--- src/rtl/uart_cmd_rcv.sv ---
// Slave-side frame receiver: assembles 3-byte command frames from the UART receiver
// and sends a single response byte through the UART transmitter. Optional macro: FRAME_TIMEOUT_EN.
module uart_cmd_rcv #(
    parameter int TIMEOUT_CYC = 50000
) (
    input  logic        clk,
    input  logic        rst_n,
    input  logic [7:0]  rx_data,
    input  logic        rx_rdy,
    input  logic        clr_cmd_rdy,
    output logic        cmd_rdy,
    output logic [7:0]  cmd,
    output logic [15:0] data,
    input  logic [7:0]  resp,
    input  logic        snd_resp,
    output logic        trmt,
    output logic [7:0]  tx_data,
    input  logic        tx_done,
    output logic        resp_sent,
    output logic        frame_err
);

    localparam logic [1:0] WAIT_CMD = 2'd0;
    localparam logic [1:0] WAIT_HI  = 2'd1;
    localparam logic [1:0] WAIT_LO  = 2'd2;

    localparam logic [0:0] TX_IDLE = 1'b0;
    localparam logic [0:0] TX_BUSY = 1'b1;

    logic [1:0]  rx_state_r;
    logic [1:0]  rx_state_s;
    logic        cmd_rdy_r;
    logic        cmd_rdy_s;
    logic [7:0]  cmd_r;
    logic [7:0]  cmd_s;
    logic [15:0] data_r;
    logic [15:0] data_s;
    logic        timeout_s;

    logic [0:0]  tx_state_r;
    logic [0:0]  tx_state_s;
    logic        trmt_r;
    logic        trmt_s;
    logic [7:0]  tx_data_r;
    logic [7:0]  tx_data_s;
    logic        resp_sent_r;
    logic        resp_sent_s;

`ifdef FRAME_TIMEOUT_EN
    localparam int CNT_W = $clog2(TIMEOUT_CYC + 1);

    logic [CNT_W-1:0] to_cnt_r;
    logic [CNT_W-1:0] to_cnt_s;
    logic             frame_err_r;

    // A same-cycle rx_rdy always rescues the frame, even at terminal count.
    assign timeout_s = (rx_state_r != WAIT_CMD) && !rx_rdy &&
                       (to_cnt_r == CNT_W'(TIMEOUT_CYC));

    // Inter-byte counter: cleared by every byte, idle outside a partial frame.
    always_comb begin
        to_cnt_s = to_cnt_r;
        if ((rx_state_r == WAIT_CMD) || rx_rdy || timeout_s) begin
            to_cnt_s = {CNT_W{1'b0}};
        end else begin
            to_cnt_s = to_cnt_r + CNT_W'(1);
        end
    end

    // Timeout counter and error pulse registers.
    always_ff @(posedge clk or negedge rst_n) begin
        if (!rst_n) begin
            to_cnt_r    <= {CNT_W{1'b0}};
            frame_err_r <= 1'b0;
        end else begin
            to_cnt_r    <= to_cnt_s;
            frame_err_r <= timeout_s;
        end
    end

    assign frame_err = frame_err_r;
`else
    assign timeout_s = 1'b0;
    assign frame_err = 1'b0;
`endif

    // Receive next-state: clear request first, byte events override (set wins).
    always_comb begin
        rx_state_s = rx_state_r;
        cmd_s      = cmd_r;
        data_s     = data_r;
        cmd_rdy_s  = cmd_rdy_r & ~clr_cmd_rdy;
        if (timeout_s) begin
            rx_state_s = WAIT_CMD;
        end else begin
            case (rx_state_r)
                WAIT_CMD: begin
                    if (rx_rdy) begin
                        cmd_s      = rx_data;
                        cmd_rdy_s  = 1'b0;
                        rx_state_s = WAIT_HI;
                    end else begin
                        rx_state_s = WAIT_CMD;
                    end
                end
                WAIT_HI: begin
                    if (rx_rdy) begin
                        data_s[15:8] = rx_data;
                        rx_state_s   = WAIT_LO;
                    end else begin
                        rx_state_s = WAIT_HI;
                    end
                end
                WAIT_LO: begin
                    if (rx_rdy) begin
                        data_s[7:0] = rx_data;
                        cmd_rdy_s   = 1'b1;
                        rx_state_s  = WAIT_CMD;
                    end else begin
                        rx_state_s = WAIT_LO;
                    end
                end
                default: begin
                    rx_state_s = WAIT_CMD;
                end
            endcase
        end
    end

    // Receive state and frame holding registers.
    always_ff @(posedge clk or negedge rst_n) begin
        if (!rst_n) begin
            rx_state_r <= WAIT_CMD;
            cmd_rdy_r  <= 1'b0;
            cmd_r      <= 8'h00;
            data_r     <= 16'h0000;
        end else begin
            rx_state_r <= rx_state_s;
            cmd_rdy_r  <= cmd_rdy_s;
            cmd_r      <= cmd_s;
            data_r     <= data_s;
        end
    end

    // Transmit next-state: snd_resp while busy is dropped, tx_done while idle ignored.
    always_comb begin
        tx_state_s  = tx_state_r;
        tx_data_s   = tx_data_r;
        trmt_s      = 1'b0;
        resp_sent_s = 1'b0;
        case (tx_state_r)
            TX_IDLE: begin
                if (snd_resp) begin
                    tx_data_s  = resp;
                    trmt_s     = 1'b1;
                    tx_state_s = TX_BUSY;
                end else begin
                    tx_state_s = TX_IDLE;
                end
            end
            TX_BUSY: begin
                if (tx_done) begin
                    resp_sent_s = 1'b1;
                    tx_state_s  = TX_IDLE;
                end else begin
                    tx_state_s = TX_BUSY;
                end
            end
            default: begin
                tx_state_s = TX_IDLE;
            end
        endcase
    end

    // Transmit state and output registers.
    always_ff @(posedge clk or negedge rst_n) begin
        if (!rst_n) begin
            tx_state_r  <= TX_IDLE;
            trmt_r      <= 1'b0;
            tx_data_r   <= 8'h00;
            resp_sent_r <= 1'b0;
        end else begin
            tx_state_r  <= tx_state_s;
            trmt_r      <= trmt_s;
            tx_data_r   <= tx_data_s;
            resp_sent_r <= resp_sent_s;
        end
    end

    assign cmd_rdy   = cmd_rdy_r;
    assign cmd       = cmd_r;
    assign data      = data_r;
    assign trmt      = trmt_r;
    assign tx_data   = tx_data_r;
    assign resp_sent = resp_sent_r;

endmodule

--- config.mk ---
export PLATFORM = sky130hd
export DESIGN_NAME = uart_cmd_rcv
export DESIGN_NICKNAME = d
export VERILOG_FILES = /design/src/rtl/uart_cmd_rcv.sv
export SDC_FILE = /design/constraint.sdc
export NUM_CORES = 1
export LEC_CHECK = 0
export CORE_MARGIN = 1.5
export CORE_UTILIZATION = 42
export CTS_BUF_LIST = sky130_fd_sc_hd__clkbuf_16
export DETAILED_ROUTE_END_ITERATION = 8
export PLACE_DENSITY_LB_ADDON = 0.15
export SLEW_MARGIN = 20
export SYNTH_ARGS = -nofsm -noshare
export SYNTH_HDL_FRONTEND = slang
export SYNTH_SLANG_ARGS = --single-unit
--- constraint.sdc ---
create_clock -name clk -period 1.63 [get_ports clk]
set_input_delay 0.163 -clock clk [delete_from_list [all_inputs] [get_ports clk]]
set_output_delay 0.163 -clock clk [all_outputs]
set_load 0.005 [all_outputs]
==> impl_results.md <==
* Status: completed
* #FFs+latches synth at 38
* Clock Tree Buf Depth at 2
* Reg-to-reg slack, setup at roughly 0.29 ns
* Min-Delay Path Class: input pin to async pin
* Post-Synth XOR/XNOR Area at 0.6082%
* Antenna Nets Post-Route at 0
* Die Ht at about 62 µm
* Avg Cell Area, Syn at 16.18 µm²
* Most area-consuming cells after synthesis: dfrtp_1 (66%), mux2_2 (23%), mux2_1 (2.3%)
* Largest net degree at the start of global routing at 39
* Placed cell count at 192
* Multi-input logic area at 466.7 µm²
* Period utilisation layout at 82.41%
* Total Power at between 3 and 4 mW
* Die W at 61.56 µm
* Ys Warns at 0
* PD cells at between 1500 and 2000 mW/mm²
* Drt first pass iters at 3
* Vias at approximately 940
* Io pins at 58
* Final RePlAce weighted congestion at 0.7028
* Syn nets at 111
* Final critical-path required period at about 1.3 ns
* Synth top area share at 66.03%
* First-pass GRT wire length at 4.429 mm
* Design area at 0.002211 mm²
* Setup TNS at 0 ns
* Antenna Cells at 0
* Utilization after layout at 66.78%
* # Post-CTS Setup Buffers at 0
* Worst skew pair latency at 0.28 ns
* Unrepaired setup endpoints after global routing: no
* Clock transition at the registers of the reported paths at 0.05 ns
* Area leader, netlist: dfrtp_1
* Sequential cell area at around 950 µm²
* CTS tree: done
* Maxcap violations at 0
* CTS buffer count at 5
* Largest family of logic cells by synthesized area: multiplexers
* Post_cts resized at 0
* Max Fanout on Critical Path at 6
* Vias per cell at 4.705
* Setup Skew at 0.002944 ns
* Mux cell area share after synthesis at 25.02%
* GR Util All Layers at 17.57%
* Final hold vios at 0
* Startpoint Class: flop
* Seq/Total Area, Yosys at around two thirds
* Slew Limit Fails at 0
* R2R depth at 3
* Drt initial violations at 14
* Die area at approximately 0.0038 mm²
* Post-Syn Area at 0.001440 mm²
* Fin worst setup slack at 0.2867 ns
* Final setup vio count at 0
* Crit path DAT at ~1.5 ns
* Compound-Gate Fraction of Synth Area at 0.6950%
* Critical R2R Capture: cmd[0]
* Clk root buf: clkbuf_16
* I/O Buffers at 56
* Peak Freq at 744.4 MHz
* RR Startpoint: rx_state_r[1]
* Fillers at between 200 and 300
* Hold_ws at 0.4710 ns
* Core ar. at 0.003311 mm²
* CTS Sinks at 38
* Number of global-route vias before repair at 955
* CP endpoint kind: flop
* Overflow after GRT at 0
* Unique masters post-synth at 15
* Routed WL per cell at 14.70 µm
* Worst Path Required at 1.79 ns
* Initial core utilization at 43.50%
* Number of antenna violations at the first check in global routing at 0
* Peak supply drop at 1.075 mV
* Leak pwr at 0.9425 nW
* Htree depth at 2
* DRC violations left at 0
* Adder-cell area share of the yosys netlist at 0%
* Finished Layout Cells at 200
* Post-Syn Instances at 89
* Synth Area in Simple Gates at slightly below 6%
* Share of layout cells above drive strength 1 at 27.92%
* HPWL after DPL at about 2.1 mm
* Layout Nets at about 180
* Crit Path Class: flop to flop
* Dpl ws at 0.07916 ns
* # rows at 21
* Post-DP Area at 0.002068 mm²
* Routed WL at 2.939 mm
* Area delta synth->final at 53.52%
-- logic make-up (layout without fill, tap and decap cells) --
family                    count (synthesis)  count (layout)
buffers and inverters                     4              69
other                                     1               1
AOI/OAI and AO/OA                         2               2
and+or+nand+nor                          11              11
muxes                                    32              32
xor gates and xnor gates                  1               1
DFF                                      38              38
-- layout by cell type (no fill, tap or decap) --
master / Yosys / routed
clkdlybuf4s50_1: 0 / 55
dfrtp_1: 38 / 38
mux2_2: 29 / 29
clkbuf_16: 0 / 5
buf_4: 1 / 5
nor2_1: 3 / 3
mux2_1: 3 / 3
nand2b_1: 2 / 2
nand3b_2: 2 / 2
o21ai_0: 2 / 2
nor2b_1: 2 / 2
inv_1: 0 / 2
xnor2_1: 1 / 1
and2_1: 1 / 1
nor3b_4: 1 / 1
conb_1: 1 / 1
dlygate4sd3_1: 0 / 1
buf_2: 2 / 1
-- registers in the layout, indices dropped and copies added (netlist names) --
register / cells
tx_state_r: 1
data: 16
tx_data: 8
trmt: 1
cmd: 8
rx_state_r: 2
cmd_rdy: 1
resp_sent: 1
-- critical path, cell delays in order (launching register included) --
cell,delay [ns]
dfrtp_1,0.45
nor3b_4,0.23
buf_4,0.19
mux2_2,0.35
-- timing repair --
| item | 4_1_cts | 5_1_grt |
|---|---|---|
| hold buffers | 1 | 0 |
| setup endpoints to repair | 0 | 0 |
| hold endpoints to repair | 38 | 0 |
-- worst max-delay path by stage --
stage | from | cells past startpoint | to | slack, ns
2_1_floorplan | rx_state_r[0] | 3 | cmd[0] | 0.31
3_3_place_gp | rx_rdy | 4 | data[7] | 0.10
3_5_place_dp | rx_rdy | 4 | data[4] | 0.08
4_1_cts | rx_state_r[0] | 2 | data[4] | 0.26
5_1_grt | rx_state_r[0] | 2 | data[1] | 0.20
6_report | rx_state_r[1] | 3 | cmd[0] | 0.29
-- report_power, final --
group	total, mW	switching (mW)	internal [mW]
Sequential	1.58	0.234	1.34
Combinational	1.47	0.426	1.04
Clock	0.865	0.320	0.545
Total	3.91	0.980	2.93
-- routing by layer --
layer / vias to the layer above / global-route usage (%) / routed length (µm)
met5: - / 0 / 0
met4: 0 / 13.07 / 99
met3: 9 / 6.092 / 166
met2: 29 / 27.82 / 1507
met1: 469 / 19.40 / 1165
li1: 434 / - / -
-- area by class of cell --
class / count / share of cell area (%)
Clock inverter: 2 / 0.3396
Multi-Input combinational cell: 47 / 21.11
Sequential cell: 38 / 43.01
Timing Repair Buffer: 62 / 27.28
Clock buffer: 5 / 5.659
Tap cell: 46 / 2.603
-- synth_stat cells --
cell type	count
and2_1	1
buf_2	2
xnor2_1	1
dfrtp_1	38
buf_4	1
clkbuf_2	1
nor2b_1	2
nor3b_4	1
nand2b_1	2
nand3b_2	2
conb_1	1
o21ai_0	2
nor2_1	3
mux2_2	29
mux2_1	3
Note: power is estimated with default switching activity, not from simulation.
